<file path="src/rtl/neuron_pkg.sv">
// Shared definitions for the neuron SPI return path: result width, transmitter
// FSM states and the layout of the optional status byte.
package neuron_pkg;

    // Neuron result width, also the SPI shift length.
    localparam int unsigned DATA_W = 8;

    // Status byte layout, as offsets from the MSB: {fresh, overrun, zeros}.
    localparam int unsigned StatFreshMsbOfs   = 0;
    localparam int unsigned StatOverrunMsbOfs = 1;

`ifdef NEURON_SPI_TX_STATUS_EN
    typedef enum logic [1:0] {
        StIdle,
        StShift,
        StStatus
    } tx_state_e;
`else
    typedef enum logic [0:0] {
        StIdle,
        StShift
    } tx_state_e;
`endif

endpackage

</file>
<file path="src/rtl/sync_edge_det.sv">
// N-stage synchronizer for an asynchronous level, with single-cycle rise and
// fall pulses derived from the synchronized level.
module sync_edge_det #(
    parameter int unsigned Stages   = 2,
    parameter logic        ResetVal = 1'b0
) (
    input  logic clk_i,
    input  logic rst_i,
    input  logic d_i,
    output logic rise_o,
    output logic fall_o
);

    logic [Stages-1:0] sync_q;
    logic              prev_q;

    // Synchronizer chain plus one history flop for edge detection.
    always_ff @(posedge clk_i or posedge rst_i) begin
        if (rst_i) begin
            sync_q <= {Stages{ResetVal}};
            prev_q <= ResetVal;
        end else begin
            sync_q <= {sync_q[Stages-2:0], d_i};
            prev_q <= sync_q[Stages-1];
        end
    end

    assign rise_o = sync_q[Stages-1] & ~prev_q;
    assign fall_o = ~sync_q[Stages-1] & prev_q;

endmodule

</file>
<file path="src/rtl/neuron_spi_tx.sv">
// SPI mode 0 slave transmitter returning the neuron result to the master on
// MISO, MSB first. cs/sck are oversampled in the clk domain.
// Optional build macro NEURON_SPI_TX_STATUS_EN: prefix every transaction with
// a status byte {fresh, overrun, zeros} sampled at transaction start.
module neuron_spi_tx
    import neuron_pkg::*;
#(
    parameter int unsigned DATA_W      = neuron_pkg::DATA_W,
    parameter int unsigned SYNC_STAGES = 2
) (
    input  logic              clk,
    input  logic              rst,
    input  logic              cs,
    input  logic              sck,
    input  logic [DATA_W-1:0] neuron_out,
    input  logic              result_load,
    output logic              miso,
    output logic              miso_oe,
    output logic              busy,
    output logic              tx_done,
    output logic              overrun
);

    localparam int unsigned       CntW    = (DATA_W > 2) ? $clog2(DATA_W) : 1;
    localparam logic [CntW-1:0]   LastBit = CntW'(DATA_W - 1);
`ifdef NEURON_SPI_TX_STATUS_EN
    localparam tx_state_e         FirstSt = StStatus;
`else
    localparam tx_state_e         FirstSt = StShift;
`endif

    logic cs_rise, cs_fall, sck_rise, sck_fall;

    sync_edge_det #(
        .Stages   (SYNC_STAGES),
        .ResetVal (1'b1)
    ) u_cs_sync (
        .clk_i  (clk),
        .rst_i  (rst),
        .d_i    (cs),
        .rise_o (cs_rise),
        .fall_o (cs_fall)
    );

    sync_edge_det #(
        .Stages   (SYNC_STAGES),
        .ResetVal (1'b0)
    ) u_sck_sync (
        .clk_i  (clk),
        .rst_i  (rst),
        .d_i    (sck),
        .rise_o (sck_rise),
        .fall_o (sck_fall)
    );

    tx_state_e         state_q;
    logic [DATA_W-1:0] hold_q;
    logic [DATA_W-1:0] shift_q;
    logic [CntW-1:0]   bit_cnt_q;
    logic              fresh_q;
    logic              overrun_q;
    logic              reload_q;   // next sck fall starts a new byte from hold_q
    logic              miso_q;
    logic              miso_oe_q;
    logic              busy_q;
    logic              tx_done_q;
    logic [DATA_W-1:0] first_byte;

    // First byte loaded at cs fall: status byte, or the result with a bypass
    // so a result arriving on the start cycle is the one sent.
    always_comb begin
        first_byte = '0;
`ifdef NEURON_SPI_TX_STATUS_EN
        first_byte[DATA_W-1-StatFreshMsbOfs]   = fresh_q;
        first_byte[DATA_W-1-StatOverrunMsbOfs] = overrun_q;
`else
        first_byte = result_load ? neuron_out : hold_q;
`endif
    end

    // Holding register, status flags and the transmit FSM with registered outputs.
    always_ff @(posedge clk or posedge rst) begin
        if (rst) begin
            state_q   <= StIdle;
            hold_q    <= '0;
            shift_q   <= '0;
            bit_cnt_q <= '0;
            fresh_q   <= 1'b0;
            overrun_q <= 1'b0;
            reload_q  <= 1'b0;
            miso_q    <= 1'b0;
            miso_oe_q <= 1'b0;
            busy_q    <= 1'b0;
            tx_done_q <= 1'b0;
        end else begin
            tx_done_q <= 1'b0;

            if (result_load) begin
                hold_q  <= neuron_out;
                fresh_q <= 1'b1;
                if (fresh_q) begin
                    overrun_q <= 1'b1;
                end
            end

            if (cs_rise) begin
                state_q   <= StIdle;
                bit_cnt_q <= '0;
                reload_q  <= 1'b0;
                miso_q    <= 1'b0;
                miso_oe_q <= 1'b0;
                busy_q    <= 1'b0;
            end else if (state_q == StIdle) begin
                if (cs_fall) begin
                    shift_q   <= first_byte;
                    miso_q    <= first_byte[DATA_W-1];
                    fresh_q   <= 1'b0;
                    overrun_q <= 1'b0;
                    bit_cnt_q <= '0;
                    reload_q  <= 1'b0;
                    busy_q    <= 1'b1;
                    miso_oe_q <= 1'b1;
                    state_q   <= FirstSt;
                end
            end else begin
                // Master samples on sck rise; the byte ends on its last rise.
                if (sck_rise) begin
                    if (bit_cnt_q == LastBit) begin
                        tx_done_q <= 1'b1;
                        bit_cnt_q <= '0;
                        reload_q  <= 1'b1;
                        state_q   <= StShift;
                    end else begin
                        bit_cnt_q <= bit_cnt_q + 1'b1;
                    end
                end
                // Next bit goes out on sck fall; a finished byte restarts from hold_q.
                if (sck_fall) begin
                    if (reload_q) begin
                        shift_q  <= hold_q;
                        miso_q   <= hold_q[DATA_W-1];
                        reload_q <= 1'b0;
                        if (!result_load) begin
                            fresh_q <= 1'b0;
                        end
                    end else begin
                        shift_q <= {shift_q[DATA_W-2:0], 1'b0};
                        miso_q  <= shift_q[DATA_W-2];
                    end
                end
            end
        end
    end

    assign miso    = miso_q;
    assign miso_oe = miso_oe_q;
    assign busy    = busy_q;
    assign tx_done = tx_done_q;
    assign overrun = overrun_q;

endmodule

</file>
<file path="config.mk">
export PLATFORM = sky130hd
export DESIGN_NAME = neuron_spi_tx
export DESIGN_NICKNAME = d
export VERILOG_FILES = /design/src/rtl/neuron_pkg.sv /design/src/rtl/sync_edge_det.sv /design/src/rtl/neuron_spi_tx.sv
export SDC_FILE = /design/constraint.sdc
export NUM_CORES = 1
export LEC_CHECK = 0
export ABC_CLOCK_PERIOD_IN_PS = 4300
export CORE_UTILIZATION = 57
export DETAILED_ROUTE_END_ITERATION = 16
export GPL_ROUTABILITY_DRIVEN = 0
export GPL_TIMING_DRIVEN = 1
export PLACE_DENSITY = 0.86
export SYNTH_ARGS = -nofsm -noshare
export SYNTH_HDL_FRONTEND = slang
export SYNTH_HIERARCHICAL = 1
export SYNTH_SLANG_ARGS = --single-unit
</file>
<file path="constraint.sdc">
create_clock -name clk -period 4.3 [get_ports clk]
set_input_delay 1.29 -clock clk [delete_from_list [all_inputs] [get_ports clk]]
set_output_delay 1.29 -clock clk [all_outputs]
set_load 0.01 [all_outputs]
</file>
==> impl_results.md <==
- Status: complete, no violations
- Core Region: 2276 sq um
- Syn_nets: ~140
- Normalized max-slew margin: 0.3891
- Cts repair resizes: 0
- Ant. Diodes: 0
- R2R Path Start: state_q
- Reg2Reg Setup Slack: 2.12 ns
- Die area: ~2700 sq um
- Area grow syn2layout: 16.67%
- Placed cell areas: 1569 sq um
- Slew @ Worst Pin: 0.9154 ns
- Total GRT Usage: 0.2117
- Number of hold buffers added after cts: 0
- Num rows: 17
- Port Buffers: 17
- Die X-Extent: 51.63 microns
- Max-Cap Viols: 0
- Layout cells sized above 1: 0.2174
- Pre-CTS setup slack: 1.203 ns
- Initial antenna violation count: 0
- Vias in the first global route: 911
- Worst r2r dst: shift_q[4]
- Pre-Repair DR Iteration Count: 4
- Synth Flop Type: dfrtp_1
- Filler cell count: 167
- Syn Area/Cell: 11.70 sq um
- Hold Path Class: reg2reg
- Worst skew pair latency: 0.33 ns
- Async S/R FF share, synth: 1.000
- Area contributors post-synth: dfrtp_1 (50%), mux2_2 (8.8%), dfstp_2 (5.6%)
- Register area share after synthesis: 0.5553
- Power Density: 408.5 nW/um^2
- Hold slack: 0.3567 ns
- Ys Warns: 6
- CTS tree: built
- Dpl cells: 158
- Clock Skew: between 0.006 and 0.007 ns
- Syn Inst Count: 120
- Most frequent cell after synthesis: dfrtp_1
- DP HPWL: 1704 microns
- Final Cell Area: roughly 1600 sq um
- Initial drt markers: 21
- Post-synth top area cell: dfrtp_1
- CP Capture Type: flip-flop
- CP startpoint: result_load
- Synth top cells by count: dfrtp_1 (28), mux2_2 (11), o21ai_0 (10), a21oi_1 (7)
- CP delay by family, top: buffers and inverters
- Via density: 5.795
- Power Total: 669.0 uW
- Synth Register Bits: 31
- Largest net degree at the start of global routing: 26
- CP max FO: 12
- Setup crit end: shift_q[0]
- Core occupancy in the finished layout: 0.7196
- Starting Density: 0.6168
- Non-filler cells in the finished layout: roughly 170
- Final Net Count: 152
- Endpoints failing setup: 0
- Die H: 51.63 microns
- Clock Path Buffers: 2
- Wire length of the first global-routing pass: 3995 microns
- Worst VDD drop: 0.3250 mV
- Slew Limit Fails: 0
- IO Count: 18
- Worst path depth: 4
- WP data required: between 4 and 5 ns
- # DRC: 0
- Post-route ant nets: 0
- DR vias: 962
- TritonCTS buffer count: 5
- Sink Count: 31
- CP Buf/Inv Count: 1
- Total gr overflow: 0
- Tmin final: roughly 2.8 ns
- FMAX: 359.3 MHz
- Slowest-stage cell, CP: clkdlybuf4s50_1
- EDFF count, synth: 0
- Count of cell types in the netlist: 30
- Endpoints failing hold: 0
- H-tree lvl count: 2
- Worst R2R Path Depth: 3
- Critical path's largest stage delay: approximately 0.8 ns
- Avg WL per Cell: between 10 and 15 microns
- RSZ-0062 raised after global routing: false
- CP Class: in2reg
- Startpoint Class: input pin
- Total Wirelength: roughly 2400 microns
- CP Data Arrival Time: 2.98 ns
- Setup WS post-layout: 1.517 ns
- Critical-path cell list: clkdlybuf4s50_1 -> mux2_2 -> a2111oi_0 -> a21oi_1
- Setup TNS: 0 ns
- CTS Root Cell: clkbuf_4
- Final Cycle Share: 0.6473
- Synth top area share: 0.4991
- Leakage: 0.7059 nW
- CTS clock-pin slew for the worst setup and hold paths: 0.09 ns
- Cell area after synthesis: approximately 1400 sq um
- Post-CTS Setup Inserts: 0
## power breakdown
part	internal [mW]	leakage, nW	switching (mW)	total, mW
registers	0.331	0.373	0.0258	0.357
logic	0.0655	0.294	0.0572	0.123
clock network	0.0961	0.0386	0.0932	0.189
## cell usage in the layout, fill, tap and decap left out, types with 3 or more instances in the layout
cell type,n
dfrtp_1,28
clkdlybuf4s50_1,17
mux2_2,11
o21ai_0,10
a21oi_1,7
inv_1,6
nor2_1,6
nor3_1,5
nor2b_1,5
clkbuf_4,5
mux2i_1,4
o22ai_1,4
o31ai_2,4
dfstp_2,3
## routing by layer
layer / up-vias / track usage / wire length, microns
met1: 476 / 0.2627 / 1108
li1: 458 / - / -
met4: 0 / 0.09009 / 21
met5: - / 0 / 0
met3: 2 / 0.08187 / 121
met2: 26 / 0.3290 / 1154
## worst reg2reg max path, cell delays in order (launching register included)
cell and delay [ns]:
dfrtp_1 0.76, mux2i_2 0.56, or2_0 0.54, o21ai_0 0.19
## logic make-up after synthesis
kind of cell / count (synthesis) / synth area share
AOI/OAI and AO/OA: 28 / 0.1328
adders and majority gates: 2 / 0.01782
buffers and inverters: 14 / 0.04991
DFF: 31 / 0.5553
muxes: 16 / 0.1266
and+or+nand+nor: 29 / 0.1177
## registers in the layout, indices dropped and copies added, names as in the netlist
| name | cells |
|---|---|
| hold_q | 8 |
| shift_q | 7 |
| bit_cnt_q | 3 |
| u_cs_sync/sync_q | 2 |
| u_sck_sync/sync_q | 2 |
| busy | 1 |
| fresh_q | 1 |
| miso | 1 |
| overrun | 1 |
| reload_q | 1 |
| state_q | 1 |
| tx_done | 1 |
| u_cs_sync/prev_q | 1 |
| u_sck_sync/prev_q | 1 |
## cell type report
| cell class | count | area [sq um] | share of cell area |
|---|---|---|---|
| inverter | 6 | 22.52 | 0.01375 |
| clock buffer | 8 | 68.82 | 0.04202 |
| multi-input combinational | 75 | 554.3 | 0.3384 |
| tap | 28 | 35.03 | 0.02139 |
| timing repair buffer | 18 | 177.7 | 0.1085 |
| sequential | 31 | 779.5 | 0.4759 |
## worst min-delay path by stage
stage	end	cells after the start	slack, ns	from
2_1_floorplan	u_sck_sync/sync_q[1]	0	0.33	u_sck_sync/sync_q[0]
3_3_place_gp	u_sck_sync/sync_q[1]	0	0.34	u_sck_sync/sync_q[0]
3_5_place_dp	u_sck_sync/sync_q[1]	0	0.34	u_sck_sync/sync_q[0]
4_1_cts	u_cs_sync/sync_q[1]	0	0.37	u_cs_sync/sync_q[0]
5_1_grt	u_cs_sync/sync_q[1]	0	0.37	u_cs_sync/sync_q[0]
6_report	u_cs_sync/sync_q[1]	0	0.36	u_cs_sync/sync_q[0]
(Power assumes the default switching activity.)
